File: src/rtl/memory_read_arbiter.sv
// memory_read_arbiter: round-robin merge of NUM_CH read requestors onto one memory read port with in-order response routing
module memory_read_arbiter #(
   parameter int NUM_CH          = 2,
   parameter int ADDR_W          = 32,
   parameter int DATA_W          = 32,
   parameter int MAX_OUTSTANDING = 4
) (
   input  logic                               clk,
   input  logic                               rst,
   input  logic [NUM_CH-1:0]                  ch_rd_en,
   input  logic [NUM_CH*ADDR_W-1:0]           ch_rd_addr,
   output logic [NUM_CH-1:0]                  ch_rd_ready,
   output logic [DATA_W-1:0]                  ch_rd_data,
   output logic [NUM_CH-1:0]                  ch_rd_valid,
   output logic                               mem_rd_en,
   output logic [ADDR_W-1:0]                  mem_rd_addr,
   input  logic                               mem_rd_ready,
   input  logic [DATA_W-1:0]                  mem_rd_data,
   input  logic                               mem_rd_valid,
   output logic [$clog2(MAX_OUTSTANDING):0]   outstanding,
   output logic                               resp_err
);
   localparam int PW = $clog2(MAX_OUTSTANDING);
   localparam int CW = PW + 1;
   localparam int IW = NUM_CH > 1 ? $clog2(NUM_CH) : 1;
   logic [IW-1:0]     rr_q, rr_d, win_id, idx;
   logic [IW-1:0]     tags_q [MAX_OUTSTANDING];
   logic [PW-1:0]     wr_q, rd_q;
   logic [CW-1:0]     cnt_q, cnt_d;
   logic [NUM_CH-1:0] vld_q, vld_d, elig;
   logic [DATA_W-1:0] dat_q, dat_d;
   logic              err_q, err_d, full, win, accept, pop;

   // pick the first eligible channel at or after the round-robin pointer
   always_comb begin
      full = cnt_q == CW'(MAX_OUTSTANDING);
      elig = full ? '0 : ch_rd_en;
      win = 1'b0;
      win_id = '0;
      idx = '0;
      for (int k = 0; k < NUM_CH; k++) begin
         idx = IW'((int'(rr_q) + k) % NUM_CH);
         if (!win && elig[idx]) begin
            win = 1'b1;
            win_id = idx;
         end
      end
   end

   // handshake, tag-FIFO bookkeeping and registered response stage next state
   always_comb begin
      accept = win & mem_rd_ready;
      pop = mem_rd_valid & (cnt_q != '0);
      rr_d = accept ? (win_id == IW'(NUM_CH - 1) ? '0 : win_id + 1'b1) : rr_q;
      cnt_d = cnt_q + CW'(accept) - CW'(pop);
      vld_d = pop ? NUM_CH'(1) << tags_q[rd_q] : '0;
      dat_d = pop ? mem_rd_data : dat_q;
      err_d = err_q | (mem_rd_valid & (cnt_q == '0));
   end

   assign mem_rd_en   = win;
   assign mem_rd_addr = win ? ch_rd_addr[int'(win_id)*ADDR_W +: ADDR_W] : '0;
   assign ch_rd_ready = accept ? NUM_CH'(1) << win_id : '0;
   assign ch_rd_valid = vld_q;
   assign ch_rd_data  = dat_q;
   assign outstanding = cnt_q;
   assign resp_err    = err_q;

   // control state; reset forgets every in-flight read
   always_ff @(posedge clk) begin
      if (rst) begin
         rr_q  <= '0;
         wr_q  <= '0;
         rd_q  <= '0;
         cnt_q <= '0;
         vld_q <= '0;
         dat_q <= '0;
         err_q <= 1'b0;
      end else begin
         rr_q  <= rr_d;
         wr_q  <= wr_q + PW'(accept);
         rd_q  <= rd_q + PW'(pop);
         cnt_q <= cnt_d;
         vld_q <= vld_d;
         dat_q <= dat_d;
         err_q <= err_d;
      end
   end

   // tag storage needs no reset: an entry is only read after it was written
   always_ff @(posedge clk) begin
      if (accept) tags_q[wr_q] <= win_id;
   end
endmodule

File: config.mk
export PLATFORM = sky130hd
export DESIGN_NAME = memory_read_arbiter
export DESIGN_NICKNAME = d
export VERILOG_FILES = /design/src/rtl/memory_read_arbiter.sv
export SDC_FILE = /design/constraint.sdc
export NUM_CORES = 1
export LEC_CHECK = 0
export ABC_AREA = 1
export ABC_CLOCK_PERIOD_IN_PS = 2900
export CAP_MARGIN = 20
export CORE_ASPECT_RATIO = 0.9
export CORE_MARGIN = 5
export CORE_UTILIZATION = 36
export DETAILED_ROUTE_END_ITERATION = 8
export HOLD_SLACK_MARGIN = 0.15
export PLACE_DENSITY = 0.89
export SETUP_SLACK_MARGIN = 0.15
export SYNTH_ARGS = -nofsm -noshare
export SYNTH_HDL_FRONTEND = slang
export SYNTH_SLANG_ARGS = --single-unit
File: constraint.sdc
create_clock -name clk -period 2.9 [get_ports clk]
set_clock_uncertainty 0.05 [all_clocks]
set_input_delay 0.58 -clock clk [delete_from_list [all_inputs] [get_ports clk]]
set_output_delay 0.58 -clock clk [all_outputs]
set_load 0.01 [all_outputs]
* Word level (Yosys, flattened, before mapping)
Memories as Yosys holds them, arrays and structs flattened. A register that Yosys moved wholly into a read port is not among the register bits.
Cells that the tools add are included.
** Storage, ports and cells
- Memories kept :: 1
- Output and inout port bits :: 73
- Input bits :: 102
- Bits in writable memories :: 4
- Register bits :: 43
** Operators by class
- Order comparisons :: 2
- Shifts and indexed selects :: 3
- Reduce and logical (&&, ||, !) cells :: 5
- Bitwise operators :: 5
- Multiplexer cells :: 15
- Equality and inequality tests :: 1
- Add/sub/neg operators :: 6
** Memory list
- tags_q :: words 4, bits a word 1, rd ports 1, clocked after memory_dff 1, write ports 1, line 27 : logic [IW-1:0] tags_q [MAX_OUTSTANDING];
** Operators by type and width (count)
- 64-bit by 7-bit variable part select with 32-bit output :: 1
- 32-bit two-way mux :: 1
- 1-bit two-way mux :: 11
- 2-bit two-way mux :: 3
- 2-bit by 1-bit adder with 2-bit output :: 2
- 1-bit by 2-bit less-than comparator with 1-bit output, second input constant :: 2
- 1-bit by 1-bit left shift with 2-bit output, first input constant :: 2
- 3-bit by 1-bit adder with 3-bit output :: 1
- 1-bit AND :: 3
- 3-bit equality test, second input constant :: 1
- 3-bit zero test :: 1
- 3-bit nonzero test :: 1
- 3-bit by 1-bit subtractor with 3-bit output :: 1
- 1-bit adder, second input constant :: 2
- 2-bit OR reduction :: 1
- 1-bit logical AND :: 1
- 1-bit zero test :: 1
- 1-bit inverter :: 1
- 1-bit OR :: 1

* Longest topological paths before layout
- Depth in word-level cells :: 11
- Gate-level depth with buffers :: 12
- Depth with buffers taken out :: 11

* Least setup slack after synthesis
OpenSTA, ideal clock, no wires.
- Kind :: input -> register
- Start :: in ch_rd_en[0]
- End :: reg cnt_q[2] (netlist: outstanding[2])
- Library setup time :: 0.119 ns
- Stages on the path :: 10
- Path buffers :: 0
- Path slack :: 0.761 ns
- Data arrival time :: 1.969 ns
- Cells stage by stage :: inv_1 > nand2_1 > nand3_2 > ha_1 > inv_1 > ha_1 > inv_1 > fa_1 > o21ai_0 > a21oi_1
** Between the ends
- Word-level cells in the longest chain between the ends :: 10
- Elaborated cells between the ends (all ways) :: 12
- Classes of those cells :: add/sub: 2; mux: 7; bitwise: 1; reduce/logical: 2
** Ends and longest elaborated chain
- from (decl) :: line 10 : input logic [NUM_CH-1:0] ch_rd_en,
- 2-bit two-way mux * :: line 37 : elig = full ? '0 : ch_rd_en;
- 1-bit two-way mux (not written as such) (2 in series) :: line 43 : if (!win && elig[idx]) begin
- 1-bit two-way mux :: line 43
- 1-bit zero test :: line 43
- 1-bit logical AND :: line 43
- 1-bit two-way mux * :: line 43
- 1-bit AND * :: line 52 : accept = win & mem_rd_ready;
- 3-bit by 1-bit adder with 3-bit output * :: line 55 : cnt_d = cnt_q + CW'(accept) - CW'(pop);
- 3-bit by 1-bit subtractor with 3-bit output * :: line 55
- to (signal assigned) :: line 83 : cnt_q <= cnt_d;
- to (decl) :: line 29 : logic [CW-1:0] cnt_q, cnt_d;
Every way passes the cells marked *; elsewhere a longest branch is shown, timed or not. The select of a mux whose other input is x is not followed.
A chain may end at the register's enable or synchronous reset.

* Worst setup path in the final report
- Start :: in ch_rd_en[0]
- End :: out mem_rd_addr[9]
** Between the ends
- Word-level cells in the longest chain between the ends :: 9
- Elaborated cells between the ends (all ways) :: 13
- Classes of those cells :: shift: 1; mux: 10; reduce/logical: 2
** Ends and longest elaborated chain
- 2-bit two-way mux * :: line 37
- 1-bit two-way mux (not written as such) (2 in series) :: line 43
- 1-bit two-way mux :: line 43
- 1-bit zero test :: line 43
- 1-bit logical AND :: line 43
- 1-bit two-way mux :: line 43
- 64-bit by 7-bit variable part select with 32-bit output :: line 62 : assign mem_rd_addr = win ? ch_rd_addr[int'(win_id)*ADDR_W +: ADDR_W] : '0;
- 32-bit two-way mux * :: line 62
- to (decl) :: line 16 : output logic [ADDR_W-1:0] mem_rd_addr,
Marked as above.

==> out/metrics.yaml <==
clocking:
  root_buffer: "clkbuf_8"
  cts.path.max_buffers: 2
  htreeDepth: 2
  clkTransAtPathRegs_ns: 0.08
  numCtsBuffers: 5
  cts_sinks: 47
  clock_latency_ns: 0.29
  cts_tree: "yes"
global_route:
  grt_max_degree: 36
  antenna_found_initial: 0
  grt_pass1_vias: 2893
  gr-usage-all-layers: 0.1852
  grt_pass1_wl_um: 13860
  grt_overflow: 0
synthesis:
  synth_top_family_by_area: "simple AND/OR/NAND/NOR gates"
  yosysTopAreaCell: "dfxtp_1"
  ys_warn_count: 0
  yosys-top-cells-area: "dfxtp_1 32%, nor2_1 15%, nand3b_1 9.1%"
  synth_edf_count: 4
  synth_simple_gate_area_frac: 0.4209
  avgSynthCellArea_um2: 7.337
  synth_most_common_cell: "nor2_1"
  synth_nets: 468
  synth_compound_area_frac: 0.08455
  synth_seq_cells: 47
  netlist_top_cells_count: "107 x nor2_1, 43 x dfxtp_1, 43 x nand2_1, 33 x o21ai_0, 32 x nand3b_1"
  synth_mux_area_frac: 0
  synth.cell_area_um2: 2649
  yosysSeqAreaShare: 0.3703
  synth_top_area_share: 0.3250
  synth_cell_type_count: 30
  synth_xor_xnor_area_share: 0.006613
  synth_async_sr_flop_share: 0
  synth_ff_type: "dfxtp_1"
  synth_adder_area_share: 0.02645
  syn_inst: 361
sta:
  hold_viol: 0
  relSlewSlack: 0.4276
  fmax_ghz: 0.3958
  post-route-period-util: 0.8712
  worstMarginPinSlew_ns: 0.8576
  rsz0062_at_grt: "no"
  min_period_ns: 2.526
  final-setup-viol-count: 0
  finalMaxSlewViolations: 0
setup_path:
  crit_required_ns: 2.27
  crit_path_frequent_cell: "buf_4"
  crit_buf_inv: 5
  startpoint_type: "primary input"
  cpMaxStageDelayCell: "dlygate4sd2_1"
  path_delay_family: "buffers and inverters"
  path_cells: "dlymetal6s2s_1, buf_4, a21oi_4, clkbuf_16, buf_4, nand3b_1, nand2_1, nor2_2, dlygate4sd2_1"
  criticalPathCategory: "in2out"
  cp_max_fo: 11
  crit_arrival_ns: 1.90
  max_stage_delay_ns: 0.28
  crit_path_end_kind: "primary output"
hold_path:
  hold_class: "reg2reg"
cells_and_area:
  drive_gt1_frac: 0.1363
  fin_nets: 649
  diodes: 0
  final_util: 0.6708
  fillers: 543
  areaGrowthSynthToFinish_pct: 80.11
die:
  fp.dieW_um: 100.4
  start_util: 0.3724
  die_area_um2: 9175
  die_height_um: 91.38
  coreArea_um2: 7112
  io_pins: 175
  rows: 29
job:
  timing.max_cap.violations: 0
placement:
  port-buffer-count: 174
  place_hpwl_um: 6982
  gp_congestion: 0.8143
detailed_routing:
  first_iter_violations: 102
  viasPerCell: 4.714
  drtPass1Iterations: 5
  final_antenna_net_count: 0
  via_count: 2998
  drc: 0
  wl_per_cell_um: 14.84
  wirelength_um: 9438
power:
  total_power_mw: 3.563
  power.density_nw_per_um2: 746.9
  vdd_drop_max_mv: 0.4141
  leakagePower_nw: 2.289
run_status:
  outcome: "complete, no violations"
kinds of logic after synthesis:
group,count (synthesis)
buffers and inverters,40
AOI/OAI and AO/OA,38
DFF,47
xor gates and xnor gates,2
and+or+nand+nor,229
adders and majority gates,5
registers in the layout, indices dropped and copies added, names as in the netlist:
| signal | flops |
|---|---|
| rd_q | 2 |
| outstanding | 3 |
| resp_err | 1 |
| rr_q | 1 |
| wr_q | 2 |
| ch_rd_valid | 2 |
| tags_q | 4 |
| ch_rd_data | 32 |
layout by cell type, fill, tap and decap left out, drive strengths merged:
master         instances
nor2                 140
dlygate4sd2            8
dlymetal6s2s          29
nand2                 47
clkdlybuf4s50        137
nor3                   5
ha                     4
a21oi                  4
clkbuf                10
inv                   18
fa                     1
nand3                  4
o21ai                 34
nand3b                32
and3                   1
xnor2                  2
edfxtp                 4
buf                   20
dfxtp                 43
through the flow:
stage	TNS, ns	setup slack, ns	cell area, um^2	cells	hold slack (ns)
2_1_floorplan	0	0.7614	2649	361	0.4240
3_3_place_gp	0	0.03315	4483	619	0.3889
3_5_place_dp	-0.004411	-0.004411	4483	619	0.4037
4_1_cts	0	0.004695	4596	627	0.4167
5_1_grt	0	0.2330	4771	636	0.4459
6_report	0	0.3735	4771	636	0.4131
power breakdown:
| group | total, mW | internal (mW) | leakage [nW] | switching, mW |
|---|---|---|---|---|
| Clock | 0.488 | 0.275 | 0.0618 | 0.213 |
| Combinational | 2.11 | 1.05 | 1.84 | 1.06 |
| Sequential | 0.965 | 0.842 | 0.392 | 0.124 |
| Total | 3.56 | 2.17 | 2.29 | 1.40 |
worst paths after layout:
path	start	to	slack (ns)	cells past startpoint
setup reg to reg	outstanding[0]	outstanding[2]	0.62	10
hold reg to reg	resp_err	resp_err	0.41	2
hold / removal	resp_err	resp_err	0.41	2
setup / recovery	ch_rd_en[0]	mem_rd_addr[9]	0.37	9
metal layers:
| metal | global-route usage | share of wire | up-vias |
|---|---|---|---|
| li1 | - | - | 1500 |
| met1 | 0.1961 | 0.37 | 1382 |
| met2 | 0.3620 | 0.56 | 94 |
| met3 | 0.03525 | 0.047 | 22 |
| met4 | 0.05724 | 0.025 | 0 |
| met5 | 0 | 0 | - |
timing repair:
item                                    CTS  global route
cloned                                    0             2
endpoints found under the setup margin   34            27
pin swaps                                 0             1
gates resized for setup                   8            30
buffers inserted                          0             7
hold buffers                              0             0
cell type report:
type / count / area (um^2) / area share
sequential: 47 / 980.9 / 0.2056
multi-input combinational: 274 / 1426 / 0.2990
timing repair buffer: 196 / 2054 / 0.4306
tap: 93 / 116.4 / 0.02439
inverter: 18 / 70.07 / 0.01469
clock buffer: 8 / 122.6 / 0.02570
tightest hold or removal path, cell delays in order (launching register included):
cell and delay, ns:
dfxtp_1 0.32, inv_1 0.05, a21oi_1 0.05
Power figures use the tool's default switching activity.
